--- config.mk ---
export PLATFORM = sky130hd
export DESIGN_NAME = key_event_encoder
export DESIGN_NICKNAME = d
export VERILOG_FILES = /design/src/rtl/key_event_encoder.sv
export SDC_FILE = /design/constraint.sdc
export NUM_CORES = 1
export LEC_CHECK = 0
export ABC_AREA = 1
export ABC_CLOCK_PERIOD_IN_PS = 15700
export BUFFER_PORTS_ARGS = -buffer_cell sky130_fd_sc_hd__buf_2
export CORE_MARGIN = 10
export CORE_UTILIZATION = 60
export DETAILED_ROUTE_END_ITERATION = 6
export PLACE_DENSITY = 0.79
export SLEW_MARGIN = 10
export SYNTH_ARGS = -nofsm -noshare
export SYNTH_HDL_FRONTEND = slang
export SYNTH_SLANG_ARGS = --single-unit
--- constraint.sdc ---
create_clock -name clk -period 15.7 [get_ports clk]
set_clock_uncertainty 0.2 [all_clocks]
set_input_delay 0.785 -clock clk [delete_from_list [all_inputs] [get_ports clk]]
set_output_delay 0.785 -clock clk [all_outputs]
set_load 0.02 [all_outputs]
--- src/rtl/key_event_encoder.sv ---
// Debounces a key_down vector and turns confirmed press/release edges into
// one-byte events, queued and sent to a UART over a send/send_done handshake.
module key_event_encoder #(
   parameter int KEYS       = 40,
   parameter int SAMPLE_DIV = 240000,
   parameter int DEBOUNCE   = 4,
   parameter int DEPTH      = 16
) (
   input  logic                     clk,
   input  logic                     rst,
   input  logic [KEYS-1:0]          key_down,
   output logic                     send,
   output logic [7:0]               data,
   input  logic                     send_done,
   output logic [KEYS-1:0]          stable_keys,
   output logic [$clog2(DEPTH):0]   fifo_level,
   output logic                     overflow
);
   localparam int TW = $clog2(SAMPLE_DIV);
   localparam int PW = $clog2(DEPTH);
   localparam int IW = (KEYS > 1) ? $clog2(KEYS) : 1;

   localparam logic       SCAN_IDLE = 1'b0;
   localparam logic       SCAN      = 1'b1;
   localparam logic [1:0] IDLE      = 2'd0;
   localparam logic [1:0] LOAD      = 2'd1;
   localparam logic [1:0] SEND      = 2'd2;
   localparam logic [1:0] RELEASE   = 2'd3;

   logic [TW-1:0]   tick_cnt_q, tick_cnt_d;
   logic            tick;
   logic [KEYS-1:0] stable_q, stable_d, pending_q, pending_d;
   logic [2:0]      cnt_q [KEYS];
   logic [2:0]      cnt_d [KEYS];
   logic            scan_q, scan_d;
   logic [IW-1:0]   idx_q, idx_d;
   logic            push, do_push, pop, full;
   logic [7:0]      push_byte;
   logic [7:0]      mem_q [DEPTH];
   logic [7:0]      mem_d [DEPTH];
   logic [PW-1:0]   wr_ptr_q, wr_ptr_d, rd_ptr_q, rd_ptr_d;
   logic [PW:0]     level_q, level_d;
   logic            ovf_q, ovf_d;
   logic [1:0]      tx_q, tx_d;
   logic [7:0]      data_q, data_d;

   assign tick = (tick_cnt_q == TW'(SAMPLE_DIV - 1));

   always_comb begin
      tick_cnt_d = tick ? '0 : tick_cnt_q + TW'(1);
      stable_d   = stable_q;
      pending_d  = pending_q;
      for (int i = 0; i < KEYS; i++) begin
         cnt_d[i] = cnt_q[i];
         if (tick) begin
            if (key_down[i] == stable_q[i]) begin
               cnt_d[i] = '0;
            end else if (cnt_q[i] == 3'(DEBOUNCE - 1)) begin
               cnt_d[i]     = '0;
               stable_d[i]  = ~stable_q[i];
               pending_d[i] = 1'b1;
            end else begin
               cnt_d[i] = cnt_q[i] + 3'd1;
            end
         end
      end
      // Scan never overlaps a tick, so this clear cannot collide with a set above.
      if (scan_q == SCAN) pending_d[idx_q] = 1'b0;
   end

   always_comb begin
      scan_d = scan_q;
      idx_d  = idx_q;
      if (scan_q == SCAN_IDLE) begin
         if (tick) begin
            scan_d = SCAN;
            idx_d  = '0;
         end
      end else if (idx_q == IW'(KEYS - 1)) begin
         scan_d = SCAN_IDLE;
      end else begin
         idx_d = idx_q + IW'(1);
      end
   end

   assign push      = (scan_q == SCAN) && pending_q[idx_q];
   assign push_byte = {stable_q[idx_q], 7'(idx_q)};
   assign full      = (level_q == (PW+1)'(DEPTH));
   assign do_push   = push && !full;
   assign pop       = (tx_q == LOAD);

   always_comb begin
      mem_d    = mem_q;
      wr_ptr_d = wr_ptr_q;
      rd_ptr_d = rd_ptr_q;
      level_d  = level_q;
      ovf_d    = ovf_q | (push && full);
      if (do_push) begin
         mem_d[wr_ptr_q] = push_byte;
         wr_ptr_d        = wr_ptr_q + PW'(1);
      end
      if (pop) rd_ptr_d = rd_ptr_q + PW'(1);
      case ({do_push, pop})
         2'b10:   level_d = level_q + (PW+1)'(1);
         2'b01:   level_d = level_q - (PW+1)'(1);
         default: level_d = level_q;
      endcase
   end

   // RELEASE waits for send_done to drop so one long ack cannot retire two bytes.
   always_comb begin
      tx_d   = tx_q;
      data_d = data_q;
      case (tx_q)
         IDLE:    if (level_q != '0) tx_d = LOAD;
         LOAD: begin
            data_d = mem_q[rd_ptr_q];
            tx_d   = SEND;
         end
         SEND:    if (send_done) tx_d = RELEASE;
         default: if (!send_done) tx_d = IDLE;
      endcase
   end

   always_ff @(posedge clk or posedge rst) begin
      if (rst) begin
         tick_cnt_q <= '0;
         stable_q   <= '0;
         pending_q  <= '0;
         for (int i = 0; i < KEYS; i++) cnt_q[i] <= '0;
         scan_q     <= SCAN_IDLE;
         idx_q      <= '0;
         wr_ptr_q   <= '0;
         rd_ptr_q   <= '0;
         level_q    <= '0;
         ovf_q      <= 1'b0;
         tx_q       <= IDLE;
         data_q     <= '0;
      end else begin
         tick_cnt_q <= tick_cnt_d;
         stable_q   <= stable_d;
         pending_q  <= pending_d;
         for (int i = 0; i < KEYS; i++) cnt_q[i] <= cnt_d[i];
         scan_q     <= scan_d;
         idx_q      <= idx_d;
         wr_ptr_q   <= wr_ptr_d;
         rd_ptr_q   <= rd_ptr_d;
         level_q    <= level_d;
         ovf_q      <= ovf_d;
         tx_q       <= tx_d;
         data_q     <= data_d;
      end
   end

   always_ff @(posedge clk) begin
      mem_q <= mem_d;
   end

   assign send        = (tx_q == SEND);
   assign data        = data_q;
   assign stable_keys = stable_q;
   assign fifo_level  = level_q;
   assign overflow    = ovf_q;
endmodule

# Yosys cells after proc, flatten, opt, wreduce, memory -nomap -nowiden
# Index checks and enable logic that the tools add are counted.
[totals]
reg_bits = 377
[op_classes]
n_addsub = 46
n_lt_le_gt_ge = 5
eq_ne = 91
muxes = 225
n_bitwise = 85
n_reduce_logical = 52
[op_table]
columns = ["op", "n"]
rows = [
  ["$mux W3", 80],
  ["$bwmux W128", 1],
  ["$mux W1", 126],
  ["$reduce_and A3 Y1", 41],
  ["$add A3 B1 Y3 const B", 40],
  ["$eq A3 B2 Y1 const B", 40],
  ["$not A1 Y1", 80],
  ["$and A40 B40 Y40", 1],
  ["$eq A1 B1 Y1", 40],
  ["$mux W40", 1],
  ["$not A40 Y40", 1],
  ["$bmux W8 S4", 1],
  ["$demux W8 S4", 1],
  ["$mux W8", 3],
  ["$add A18 B1 Y18 const B", 1],
  ["$eq A18 B18 Y1 const B", 1],
  ["$mux W18", 1],
  ["$mux W6", 3],
  ["$bmux W1 S6", 2],
  ["$ge A5 B5 Y1 const B", 2],
  ["$not A4 Y5", 2],
  ["$pmux W5 S2", 1],
  ["$add A4 B1 Y4 const B", 2],
  ["$lt A6 B7 Y1 const B", 1],
  ["other kinds (22)", 32],
]

# Logic depth before layout (Yosys ltp)
# Gate-level depths: netlist of the first run.
[depth]
depth_word = 7
ltp_mapped = 23

# Worst setup path before layout of the first run
# Ideal clock, no wire load.
[synth_path]
kind = "reg2reg"
from = "register idx_q[0]"
to = "register level_q[4] (netlist: fifo_level[4])"
arrival_ps = 2881
setup_slack_ps = 12488
path_stages_with_launch = 22
n_path_buf = 3
period_less_slack_ps = 3212
cell_sequence = "dfrtp_1 > buf_2 > inv_2 > buf_4 > nand2_1 > nand3_1 > nand2_1 > o21ai_1 > nand2_1 > nor2_1 > nand2_2 > nand3_2 > buf_2 > ha_1 > xor2_1 > ha_1 > a21oi_1 > nor2_1 > nand2_1 > a21oi_1 > o21ai_0 > xor2_1"
[synth_between]
elab_chain_len = 6
elab_cells_between_ends = 8
cone_classes = "2 x eq/ne; 3 x mux; 3 x reduce/logical"
[synth_lines]
columns = ["item", "line", "rtl"]
rows = [
  ["from (decl)", "36", "logic [IW-1:0] idx_q, idx_d;"],
  ["from (signal assigned)", "145", "idx_q <= idx_d;"],
  ["$bmux W1 S6 *", "86", "assign push = (scan_q == SCAN) && pending_q[idx_q];"],
  ["$mux W1 (implied by the code) *", "86", ""],
  ["$logic_and A1 B1 Y1 *", "86", ""],
  ["$logic_and A1 B1 Y1 *", "89", "assign do_push = push && !full;"],
  ["$eq A2 B1 Y1 or $eq A2 B2 Y1 (tied branches)", "103", "case ({do_push, pop})"],
  ["$pmux W5 S2 or $reduce_bool A2 Y1 (tied branches)", "--", ""],
  ["to (signal assigned)", "148", "level_q <= level_d;"],
  ["to (decl)", "42", "logic [PW:0] level_q, level_d;"],
]
# Mark *: on every way between the ends. The rest lies on a longest branch, timed or not. The select of a mux whose other input is x is not followed.
# A chain may end at the register's enable or synchronous reset.

# Final worst setup path of the first run
[layout_path]
from = "register idx_q[1]"
to = "register level_q[4] (netlist: fifo_level[4])"
# Same word-level chain as after synthesis.

==> summary.txt, run 1 <==
Outcome
  • Run status: complete, no violations

Power
  • Ratio of total power to cell area: 117 mW/mm^2
  • Switching pwr: 0.620 mW
  • Total power after layout: 2.22 mW
  • Clock Power Share: 0.404
  • Pleak: 8.66 nW
  • Gate power share: 0.138
  • Sequential share of power: 0.458
  • Internal power: 1.60 mW
  • Switching power share of the total: 0.279
  • Maximum resistive drop on vdd: 0.0738 mV

Cells and area
  • ANT cells: 0
  • Number of standard cells in the final layout excluding fillers: 2291
  • Area taken by flip-flops and latches: 0.00957 mm^2
  • Post-layout net count: 1981
  • Synthesis-to-finish area growth: 11.8%
  • Multi-input gate area in the final layout: 0.00621 mm^2
  • Layout cell share with drive strength beyond 1: 0.0967
  • Fillers: 2112

Routing
  • WL final: 40.4 mm
  • Routed len/inst: 17.6 um
  • Via-to-Cell Ratio: 5.61
  • DRC violation count after routing: 0
  • Met2 WL: 19.8 mm
  • Uppermost layer routed: met4
  • Vias after detailed routing: 12800
  • Number of search-and-repair iterations in the first detailed-routing pass: 6
  • Final antenna-violating net count: 0
  • Detailed-routing wirelength on met1: 17.1 mm
  • Initial drt markers: 1172
  • DR WL met3: 2.26 mm

Clock network
  • Post-cts gate resize count: 0
  • Clock transition at path regs: 0.06 ns
  • Maximum number of buffers from clock root to sink: 3
  • Number of buffers inserted by hold repair at cts: 0
  • Cell at the root of the clock tree: clkbuf_16
  • CTS buffer count: 38
  • Clock latency at the later pin of the worst-skew pair: 0.53 ns
  • Number of buffers inserted to repair setup after CTS: 0
  • Clock sink count: 360
  • CTS H-tree depth: 2
  • Clock tree from TritonCTS: done

Timing
  • Minimum clock period: 4.40 ns
  • RSZ-0062 raised after global routing: false
  • Final number of hold-violating endpoints: 0
  • Final critical-path share of the clock period: 0.280
  • Max Transition Viols Final: 0
  • Final setup vio count: 0
  • Maximum clock frequency: 228 MHz
  • Final total negative setup slack: 0 ns
  • Worst max-slew margin expressed relative to the limit: 0.295
  • Smallest setup slack after layout: 11.30 ns
  • Actual slew at the worst max-slew pin: 1.06 ns

Logic synthesis
  • Count of state elements after synthesis: 360
  • Most area-consuming cells after synthesis: dfrtp_1 (37%), edfxtp_1 (20%), nand2_1 (7.9%)
  • Synth unique cells: 36
  • Post-synthesis cell type with the largest combined area: dfrtp_1
  • Fraction of post-synthesis cell area in the top cell type by area: 0.366
  • Post-synthesis cell count: 1801
  • Netlist Area Pre-Place: 0.0170 mm^2
  • Number of synthesized flops with an enable pin: 112
  • Share of flip-flops with an asynchronous set or reset: 0.689
  • Number of warnings issued by yosys: 0
  • Syn nets: 1898
  • Post-synth top flop: dfrtp_1
  • Sequential element share of the synthesized area: 0.564
  • Synth top cells by count: nand2_1 (359), dfrtp_1 (248), inv_1 (234)
  • Avg Cell Area, Syn: 9.41 um^2
  • Most repeated cell in the gate-level netlist after synthesis: nand2_1

Worst setup path
  • Worst Path Max Fanout: 28
  • CP peak stage delay: 0.96 ns
  • Setup crit end kind: flop
  • Ordered list of cells on the worst path: inv_2 -> nor2_1 -> nand3_1 -> nand2_1 -> o21ai_1 -> nand2_1 -> nor2_1 -> nand2_2 -> nand3_2 -> ha_1 -> xor2_1 -> ha_1 -> a21oi_1 -> nor2_1 -> nand2_1 -> a21oi_1 -> o21ai_0 -> xor2_1
  • Standard cell with the maximum stage delay on the critical path: dfrtp_1
  • Required time at the worst-slack endpoint: 15.90 ns
  • Worst Path Buf+Inv: 1
  • Startpoint Class: flop
  • Worst EP arrival: 4.60 ns
  • Classification of the worst setup path: reg -> reg
  • Worst path top cell family by delay: simple AND/OR/NAND/NOR gates

Floorplan
  • Core area: 0.0279 mm^2
  • Die footprint: 0.0354 mm^2
  • Number of rows created at floorplan: 61
  • Number of ports placed on the die boundary: 98
  • Die boundary width: 188 um
  • Initial Utilization: 0.609
  • Die outline height: 188 um

Global routing
  • Remaining global-route overflow: 0
  • Largest net degree at the start of global routing: 117
  • All-Layer GR Usage: 0.226
  • Via count of the first global-routing pass: 13000
  • First-pass GRT wire length: 66.0 mm
  • Antenna violations before repair: 0

Min path
  • Min-Delay Path Class: in -> async

Placed design
  • Worst setup slack after placement: 11.47 ns
  • Final weighted congestion of routability-driven global placement: 0.969
  • Cell count after placement: 2222
  • Count of input and output buffers: 96
  • HPWL Detailed: 27.2 mm

Run
  • Max-Cap Viols: 0
==> registers in the layout, indices dropped and copies added (netlist names) <==
signal,cells
mem_q,112
rd_ptr_q,4
wr_ptr_q,4
fifo_level,5
tx_q,2
stable_keys,40
overflow,1
scan_q,1
pending_q,40
tick_cnt_q,18
idx_q,6
cnt_q,120
data,7
==> worst register-to-register path: cells and delay by family, from the launching register on <==
| kind | cells | cell delay [ns] |
|---|---|---|
| buffers and inverters | 1 | 0.28 |
| DFF | 1 | 0.96 |
| xor gates and xnor gates | 2 | 0.37 |
| and+or+nand+nor | 9 | 1.44 |
| adders and majority gates | 2 | 0.66 |
| AOI/OAI and AO/OA | 4 | 0.36 |
==> power by group through the flow <==
stage                     logic (mW)  registers (mW)  clock network, mW
after floorplan                0.204            1.03                  0
after global placement         0.289            1.03                  0
after detailed placement       0.302            1.03                  0
after CTS                      0.307            1.02              0.908
after global routing           0.340            1.02              0.947
final                          0.308            1.02              0.899
==> cells by family after synthesis <==
logic type      count (synthesis)  synth area share
simple gates                  678             0.164
flops                         360             0.564
compound gates                309             0.110
buf+inv                       300            0.0701
xor+xnor                       99            0.0511
fa+ha+maj                      54            0.0398
other cells                     1          0.000221
==> layout by cell type (no fill, tap or decap), drive strengths merged, types with 10 or more instances in the layout <==
cell / count
o221ai: 20
a21oi: 66
xor2: 83
nand2: 360
ha: 54
xnor2: 16
nand3: 85
a31oi: 10
o22ai: 44
nand4: 23
o31ai: 11
edfxtp: 112
nor3: 17
inv: 240
dfrtp: 248
clkinv: 12
clkbuf: 52
o21ai: 117
a21boi: 33
nor2: 185
buf: 104
==> per-stage QoR <==
step	area [um^2]	util	hold slack [ns]
floorplan	17000	-	0.253
finish	18900	0.680	0.223
global placement	17700	0.635	0.259
CTS	18900	0.680	0.267
detailed placement	17700	0.635	0.263
global route	18900	0.680	0.292
==> final cells by class <==
| type | count | share of cell area |
|---|---|---|
| clock inverters | 17 | 0.00957 |
| inverters | 239 | 0.0477 |
| flip-flops and latches | 360 | 0.505 |
| well taps | 378 | 0.0250 |
| repair buffers | 104 | 0.0285 |
| clock buffers | 52 | 0.0567 |
| multi-input cells | 1141 | 0.328 |
==> layer usage <==
layer / up-vias / global-route usage
li1: 6099 / -
met3: 89 / 0.0358
met1: 6245 / 0.289
met4: 0 / 0.0815
met5: - / 0
met2: 411 / 0.380
==> worst paths after layout <==
kind	start	endpoint	cells past startpoint	slack [ns]
min reg2reg	overflow$_DFF_PP0_	overflow$_DFF_PP0_	1	0.28
max reg2reg	idx_q[1]$_DFFE_PP0P_	fifo_level[4]$_DFFE_PP0P_	18	11.30
max	idx_q[1]$_DFFE_PP0P_	fifo_level[4]$_DFFE_PP0P_	18	11.30
max in group asynchronous	rst	cnt_q[33]$_DFFE_PP0P_	3	13.61
min in group clk	overflow$_DFF_PP0_	overflow$_DFF_PP0_	1	0.28
min	rst	cnt_q[57]$_DFFE_PP0P_	2	0.22
Power figures use the tool's default switching activity.
==> run 2: changes to the inputs <==
- ABC_CLOCK_PERIOD_IN_PS: 15700 -> 4059
- clock period: 15.7 -> 4.06 ns (I/O delays scaled with it)
==> run 2 against run 1 <==
  * Non-clock buffer count grew 67
  * Utilization is 2.5 points higher
  * Register-to-register slack got worse by 11 ns
  * Sequential power rose to 3.8 times the previous value
  * Clock-buffer cell count fell by 1
  * Routed wire length rose by 4.9%
  * Sequential share of layout area shrank 1.8 points
  * First-iteration DRC count is 6.9% lower
  * Power rose to 3.9 times the previous value
  * Design area increased by 3.7%
  * Critical endpoint unchanged
  * Largest power group unchanged
==> summary.txt, run 2 (synthesized netlist as in run 1, its figures left out) <==
Power
  • Ratio of total power to cell area: 446 mW/mm^2
  • Maximum resistive drop on vdd: 0.351 mV
  • Pleak: 8.99 nW
  • Total power after layout: 8.76 mW

Clock network
  • Clock latency at the later pin of the worst-skew pair: 0.53 ns
  • CTS H-tree depth: 2
  • Number of buffers inserted to repair setup after CTS: 0
  • Maximum number of buffers from clock root to sink: 3
  • Cell at the root of the clock tree: clkbuf_16
  • Clock sink count: 360
  • Clock transition at path regs: 0.06 ns
  • CTS buffer count: 37
  • Clock tree from TritonCTS: done

Floorplan
  • Initial Utilization: 0.609
  • Die boundary width: 188 um
  • Core area: 0.0279 mm^2
  • Number of ports placed on the die boundary: 98
  • Number of rows created at floorplan: 61
  • Die outline height: 188 um
  • Die footprint: 0.0354 mm^2

Cells and area
  • Post-layout net count: 2047
  • Most frequent standard cell in the layout excluding fill and tap cells: nand2_1
  • Highest-count cells in the layout ignoring fill and taps: nand2_1 (359), dfrtp_1 (248), inv_1 (233)
  • Register with the most flip-flops: cnt_q
  • Synthesis-to-finish area growth: 15.9%
  • ANT cells: 0
  • Layout cell share with drive strength beyond 1: 0.107
  • Leading registers by flop count: cnt_q: 120 flops, mem_q: 112 flops
  • Number of standard cells in the final layout excluding fillers: 2357
  • Flip-flop count of the largest register, all copies and words added: 120
  • Final core occ: 0.706

Worst setup path
  • Setup crit end kind: flop
  • Startpoint Class: flop
  • Worst Path Max Fanout: 22
  • Worst EP arrival: 3.70 ns
  • Required time at the worst-slack endpoint: 4.24 ns
  • Classification of the worst setup path: reg -> reg

Global routing
  • First-pass GRT wire length: 69.7 mm
  • Antenna violations before repair: 0
  • All-Layer GR Usage: 0.240
  • Largest net degree at the start of global routing: 120
  • Remaining global-route overflow: 0
  • Via count of the first global-routing pass: 13600

Timing
  • Max Transition Viols Final: 0
  • Minimum clock period: 3.52 ns
  • Final total negative setup slack: 0 ns
  • Maximum clock frequency: 284 MHz
  • Worst Hold Margin: 0.0944 ns
  • Actual slew at the worst max-slew pin: 0.784 ns
  • Final critical-path share of the clock period: 0.867
  • Worst max-slew margin expressed relative to the limit: 0.475
  • Final setup vio count: 0
  • Final number of hold-violating endpoints: 0
  • RSZ-0062 raised after global routing: false

Placed design
  • Cell count after placement: 2247
  • HPWL Detailed: 27.4 mm
  • Final weighted congestion of routability-driven global placement: 0.941
  • Count of input and output buffers: 96

Routing
  • WL final: 42.3 mm
  • Via-to-Cell Ratio: 5.64
  • Met2 WL: 20.2 mm
  • Routed len/inst: 18.0 um
  • Uppermost layer routed: met4
  • DRC violation count after routing: 0
  • Vias after detailed routing: 13300
  • Initial drt markers: 1091
  • Number of search-and-repair iterations in the first detailed-routing pass: 7
  • DR WL met3: 2.94 mm
  • Final antenna-violating net count: 0
  • Detailed-routing wirelength on met1: 17.7 mm

Run
  • Max-Cap Viols: 0

Min path
  • Min-Delay Path Class: in -> async

Outcome
  • Run status: complete, no violations
-- run 2: critical path: stages (launching register included) --
cell and delay, ns:
dfrtp_1 0.76, inv_1 0.20, nor3_1 0.35, o21ai_1 0.12, nand2_1 0.08, nor2_1 0.05
nand2_2 0.14, nand3_2 0.09, ha_1 0.27, xor2_1 0.21, ha_1 0.18, a21oi_1 0.05
nor2_1 0.16, nand2_1 0.09, a21oi_1 0.13, o21ai_0 0.13, xor2_1 0.16
-- run 2: timing repair --
| item | in CTS | in global routing |
|---|---|---|
| hold endpoints to repair | 223 | 0 |
| setup endpoints to repair | 0 | 0 |
| resized for setup | 0 | 0 |
| hold buffers | 42 | 0 |
-- run 2: final cells by class --
type | instances | area (um^2)
fillers | 2029 | 8200
repair buffers | 171 | 1190
clock inverters | 17 | 250
multi-input cells | 1141 | 6210
inverters | 239 | 901
flip-flops and latches | 360 | 9570
well taps | 378 | 473
clock buffers | 51 | 1070
-- run 2: path summary, 6_finish.rpt --
check / startpoint / endpoint / slack [ns] / cells past startpoint
hold reg to reg: cnt_q[91]$_DFFE_PP0P_ / cnt_q[91]$_DFFE_PP0P_ / 0.29 / 2
setup reg to reg: idx_q[3]$_DFFE_PP0P_ / fifo_level[4]$_DFFE_PP0P_ / 0.54 / 16
hold / removal: rst / data[4]$_DFFE_PP0P_ / 0.09 / 3
max in group asynchronous: rst / cnt_q[118]$_DFFE_PP0P_ / 2.50 / 4
setup / recovery: idx_q[3]$_DFFE_PP0P_ / fifo_level[4]$_DFFE_PP0P_ / 0.54 / 16
min in group clk: cnt_q[91]$_DFFE_PP0P_ / cnt_q[91]$_DFFE_PP0P_ / 0.29 / 2
-- run 2: per-stage QoR --
stage               setup slack, ns  cell area, um^2
floorplan                     0.397            17000
global placement              0.823            17900
detailed placement            0.622            17900
CTS                           0.585            19700
global route                  0.168            19700
finish                        0.539            19700
-- run 2: per-layer routing --
metal  up-vias  GRT usage
met4         0     0.0908
met2       498      0.397
met5         -          0
met1      6463      0.307
li1       6223          -
met3       110     0.0453
-- run 2: power breakdown --
part	internal (mW)	leakage, nW	switching [mW]
sequential	3.80	3.45	0.101
combinational	0.384	4.91	0.859
clock	2.18	0.638	1.43
